<file path="src/rtl/neuron_mac_pkg.sv">
//------------------------------------------------------------------------------
// neuron_mac_pkg : Q4.4 constants, data typedef and MAC state encoding
// Revision: 1.0
//------------------------------------------------------------------------------
`default_nettype none

package neuron_mac_pkg;

  localparam int c_DATA_W    = 8;
  localparam int c_FRAC_BITS = 4;

  typedef logic signed [c_DATA_W-1:0] q44_t;

  typedef enum logic [1:0] {
    ST_IDLE = 2'd0,
    ST_ACC  = 2'd1,
    ST_OUT  = 2'd2
  } state_e;

endpackage

`default_nettype wire

</file>
<file path="src/rtl/neuron_mac_sat.sv">
//------------------------------------------------------------------------------
// neuron_mac_sat : floor-shift of the wide sum to Q4.4, saturate or wrap
// Build option: NEURON_MAC_SAT_EN selects saturation instead of wrap.
// Revision: 1.0
//------------------------------------------------------------------------------
`default_nettype none

module neuron_mac_sat
  import neuron_mac_pkg::*;
#(
  parameter int SUM_W     = 19,
  parameter int FRAC_BITS = c_FRAC_BITS
) (
  input  logic [SUM_W-1:0]    sum_i,
  output logic [c_DATA_W-1:0] z_o
);

  logic signed [SUM_W-1:0] w_shifted;

  assign w_shifted = $signed(sum_i) >>> FRAC_BITS;

`ifdef NEURON_MAC_SAT_EN
  localparam logic signed [SUM_W-1:0] c_MAX = SUM_W'(127);
  localparam logic signed [SUM_W-1:0] c_MIN = SUM_W'(-128);

  always_comb begin
    z_o = w_shifted[c_DATA_W-1:0];
    if (w_shifted > c_MAX) begin
      z_o = 8'h7F;
    end else if (w_shifted < c_MIN) begin
      z_o = 8'h80;
    end
  end
`else
  logic w_unused;

  // Wrap mode keeps only the low byte; the upper bits are intentionally dropped.
  assign z_o      = w_shifted[c_DATA_W-1:0];
  assign w_unused = ^w_shifted[SUM_W-1:c_DATA_W];
`endif

endmodule

`default_nettype wire

</file>
<file path="src/rtl/neuron_mac.sv">
//------------------------------------------------------------------------------
// neuron_mac : Q4.4 multiply-accumulate neuron with bias and handshaked output
// Build option: NEURON_MAC_SAT_EN (see neuron_mac_sat). Revision: 1.0
//------------------------------------------------------------------------------
`default_nettype none

module neuron_mac
  import neuron_mac_pkg::*;
#(
  parameter int N_INPUTS  = 2,
  parameter int FRAC_BITS = c_FRAC_BITS
) (
  input  logic                clk,
  input  logic                rst_n,
  input  logic                x_valid,
  output logic                x_ready,
  input  logic [c_DATA_W-1:0] x_data,
  input  logic [c_DATA_W-1:0] w_data,
  input  logic [c_DATA_W-1:0] bias,
  output logic                z_valid,
  input  logic                z_ready,
  output logic [c_DATA_W-1:0] z_value
);

  localparam int c_ACC_W = 16 + $clog2(N_INPUTS) + 1;
  localparam int c_SUM_W = c_ACC_W + 1;
  localparam int c_CNT_W = $clog2(N_INPUTS + 1);
  localparam logic [c_CNT_W-1:0] c_LAST_CNT = c_CNT_W'(N_INPUTS - 1);

  state_e                    state_q, state_d;
  logic signed [c_ACC_W-1:0] acc_q, acc_d;
  logic [c_CNT_W-1:0]        cnt_q, cnt_d;
  logic [c_DATA_W-1:0]       z_value_q, z_value_d;

  q44_t                      w_x, w_w, w_bias;
  logic signed [15:0]        w_prod;
  logic signed [c_ACC_W-1:0] w_acc_sum;
  logic signed [c_SUM_W-1:0] w_sum;
  logic [c_DATA_W-1:0]       w_z_narrow;
  logic                      w_accept;
  logic                      w_last;

  assign x_ready  = (state_q != ST_OUT);
  assign z_valid  = (state_q == ST_OUT);
  assign z_value  = z_value_q;
  assign w_accept = x_valid & x_ready;

  assign w_x    = x_data;
  assign w_w    = w_data;
  assign w_bias = bias;
  assign w_prod = 16'(w_x) * 16'(w_w);

  // The first product of an evaluation replaces the accumulator rather than adding to it.
  assign w_acc_sum = (state_q == ST_IDLE) ? c_ACC_W'(w_prod)
                                          : acc_q + c_ACC_W'(w_prod);
  assign w_sum     = c_SUM_W'(w_acc_sum) + (c_SUM_W'(w_bias) <<< FRAC_BITS);
  assign w_last    = (state_q == ST_IDLE) ? (N_INPUTS == 1) : (cnt_q == c_LAST_CNT);

  neuron_mac_sat #(
    .SUM_W     (c_SUM_W),
    .FRAC_BITS (FRAC_BITS)
  ) u_sat (
    .sum_i (w_sum),
    .z_o   (w_z_narrow)
  );

  always_comb begin
    state_d   = state_q;
    acc_d     = acc_q;
    cnt_d     = cnt_q;
    z_value_d = z_value_q;
    case (state_q)
      ST_IDLE, ST_ACC: begin
        if (w_accept) begin
          acc_d = w_acc_sum;
          cnt_d = (state_q == ST_IDLE) ? c_CNT_W'(1) : cnt_q + c_CNT_W'(1);
          if (w_last) begin
            state_d   = ST_OUT;
            z_value_d = w_z_narrow;
          end else begin
            state_d = ST_ACC;
          end
        end
      end
      ST_OUT: begin
        if (z_ready) begin
          state_d = ST_IDLE;
        end
      end
      default: state_d = ST_IDLE;
    endcase
  end

  always_ff @(posedge clk) begin
    if (!rst_n) begin
      state_q   <= ST_IDLE;
      acc_q     <= '0;
      cnt_q     <= '0;
      z_value_q <= '0;
    end else begin
      state_q   <= state_d;
      acc_q     <= acc_d;
      cnt_q     <= cnt_d;
      z_value_q <= z_value_d;
    end
  end

endmodule

`default_nettype wire

</file>
<file path="config.mk">
export PLATFORM = sky130hd
export DESIGN_NAME = neuron_mac
export DESIGN_NICKNAME = d
export VERILOG_FILES = /design/src/rtl/neuron_mac_pkg.sv /design/src/rtl/neuron_mac_sat.sv /design/src/rtl/neuron_mac.sv
export SDC_FILE = /design/constraint.sdc
export NUM_CORES = 1
export LEC_CHECK = 0
export ABC_AREA = 1
export CAP_MARGIN = 15
export CORE_AREA = 2 2 98 100
export CTS_CLUSTER_SIZE = 14
export DETAILED_ROUTE_END_ITERATION = 8
export DIE_AREA = 0 0 100 102
export PLACE_DENSITY = 0.7
export SKIP_CTS_REPAIR_TIMING = 1
export SYNTH_ARGS = -nofsm -noshare
export SYNTH_HDL_FRONTEND = slang
export SYNTH_SLANG_ARGS = --single-unit
</file>
<file path="constraint.sdc">
create_clock -name clk -period 9.5 [get_ports clk]
set_input_delay 1.9 -clock clk [delete_from_list [all_inputs] [get_ports clk]]
set_output_delay 1.9 -clock clk [all_outputs]
set_load 0.02 [all_outputs]
</file>
==> impl_results.md <==
- Post-synthesis mux area share: 0%
- Slowest cell on the critical path: fa_1
- CTS clk-pin slew, worst paths: 0.09 ns
- Core Area: 9110 um^2
- CTS Buf Count: 3
- Ys async rst share: 0%
- Clk_lat worst skew: 0.28 ns
- Commonest non-fill, non-tap cell in the layout: inv_1
- Worst path buffer plus inverter count: 9
- CP arrival: 8.33 ns
- Number of synthesized register bits: 24
- Pre-CTS setup slack: 1.08 ns
- Seq/Total Area, Yosys: 11.9%
- Initial antenna violation count: 0
- FF-to-FF Start: acc_q[0]
- Lkg Pwr: 2.63 nW
- Largest stage delay, worst path: 0.54 ns
- Cell Rows: 35
- CP startpoint: w_data[7]
- Die Span Y: 102 um
- Status: finished, final reports clean
- Placer Congestion: 0.877
- Post-synth EDFFs: 0
- Count of non-filler cells in the finished layout: 739
- Fin crit share: 85.7%
- Post-route cell area: 4510 um^2
- Clock buffer depth: 2
- Critical path fanouts, max: 5
- Area post-placement: 4440 um^2
- Vias in the first global route: 3534
- Share of cells above drive strength 1: 5.10%
- Buffers on Ports: 37
- VDD IR max: 0.112 mV
- Critical path endpoint category: flop
- Fillers: 910
- Synth Area in Simple Gates: 25.0%
- DP HPWL: 7550 um
- ANT nets after route: 0
- Die W: 100 um
- FMAX: 123 MHz
- Max Cap Violations: 0
- Critical Path RT: 9.69 ns
- Max Slew Vio Count: 0
- IO Pins: 38
- Post-synth top flop: dfxtp_1
- CP Class: primary input to flop
- PD cells: 282 nW/um^2
- Hold Path Class: flop to flop
- Area leader, netlist: fa_1
- Cell Area, Synth: 4030 um^2
- Worst setup margin: 1.36 ns
- RSZ-0062 raised after global routing: false
- Largest cells by area after synthesis: fa_1, inv_1, nand2_1
- Gr usage total: 18.5%
- Synth Area in Adders: 32.7%
- Routed WL: 8900 um
- Most frequent cells in the layout: inv_1, nand2_1, ha_1
- Synth cell types: 39
- Final Critical Period: 8.14 ns
- Starting Density: 44.2%
- Largest net degree at the start of global routing: 18
- Vias: 3595
- Warnings, synthesis: 0
- Critical path's top delay family: adder cells
- DRT Pass-1 Iters: 4
- Die area: 10200 um^2
- Compound-cell area share of the yosys netlist: 11.0%
- Wire per inst: 12.0 um
- Dpl cells: 735
- Worst R2R Setup Slack: 6.34 ns
- Drt via density: 4.86
- Most frequent cell on the critical path: inv_1
- Clk_skew: 0.00226 ns
- Setup TNS Final: 0 ns
- Xor/xnor share of the synthesized area: 1.96%
- First-pass GRT wire length: 15600 um
- Setup crit start kind: primary input
- Critical hold path startpoint: z_value[2]
- Initial drt markers: 165
- Syn Area/Cell: 6.67 um^2
- Total gr overflow: 0
- Max_slew headroom: 50.4%
- Setup violators final: 0
- Hold Fails Final Rpt: 0
- H-Tree Depth: 1
- Final nets: 739
- Syn nets: 714
- Clock sink count: 24
- CTS tree: yes
- Drt drc: 0
- Largest family of logic cells by synthesized area: adder cells
- Clock Tree Root: clkbuf_8
- ANT cells: 0
- Area share of the largest cell type after synthesis: 19.4%
- Worst-margin pin slew: 0.742 ns
- Area grow syn2layout: 12.1%
- Gate Count Post-Synth: 604
==> cell usage after synthesis, types with 5 or more instances <==
cell        n
xor2_1      7
dfxtp_1    24
nor2_1     32
nand2_2     7
o21bai_1    6
a31oi_1     5
o21ai_0    25
inv_2       5
fa_1       39
nand2_1   145
inv_1     153
nand3_2     5
ha_1       43
clkbuf_1   10
a21oi_1    27
or2_2       5
nand3_1    28
==> final timing paths <==
kind,to,cells after the start
hold reg to reg,z_value[2],2
setup reg to reg,z_value[7],16
setup / recovery,z_value[7],33
hold / removal,z_value[2],2
==> cell families (layout without fill, tap and decap cells) <==
| family | count (synthesis) | after routing |
|---|---|---|
| fa+ha+maj | 82 | 82 |
| flops | 24 | 24 |
| xor+xnor | 9 | 9 |
| buf+inv | 178 | 202 |
| compound gates | 78 | 78 |
| simple gates | 233 | 233 |
==> metal layers <==
metal / wire length [um] / track usage [%]
met1: 4250 / 24.8
met2: 4380 / 33.3
met3: 214 / 1.71
met4: 61 / 2.63
met5: 0 / 0
==> cell type report <==
| type | count | area (um^2) | area share, % |
|---|---|---|---|
| clock buffer | 3 | 41.3 | 0.915 |
| clock inverter | 1 | 30.0 | 0.665 |
| inverter | 161 | 606 | 13.4 |
| multi-input combinational | 402 | 2850 | 63.1 |
| sequential | 24 | 480 | 10.6 |
| tap | 111 | 139 | 3.08 |
| timing repair buffer | 37 | 370 | 8.21 |
==> power by group <==
part | switching, mW | total [mW] | internal (mW) | leakage, nW
Combinational | 0.651 | 1.05 | 0.401 | 2.40
Sequential | 0.0114 | 0.128 | 0.116 | 0.198
Clock | 0.0359 | 0.0923 | 0.0565 | 0.0357
Total | 0.698 | 1.27 | 0.574 | 2.63
==> tightest hold or removal path, delay by kind of cell, from the launching register on <==
family	cells	cell delay, ns
flip-flops	1	0.32
AND/OR/NAND/NOR	1	0.06
AO/OA/AOI/OAI	1	0.05
==> flip-flops by register name (all words and copies together), names as in the netlist <==
name     count
acc_q       12
cnt_q        2
state_q      2
z_value      8
==> per-stage QoR <==
stage               util, %  hold WS, ns  power (mW)
floorplan                 -        0.438       0.945
global placement       48.8        0.454        1.14
detailed placement     48.8        0.458        1.16
CTS                    49.5        0.472        1.27
global route           49.5        0.512        1.43
finish                 49.5        0.471        1.27
No activity file was read; power rests on OpenSTA's default activity.
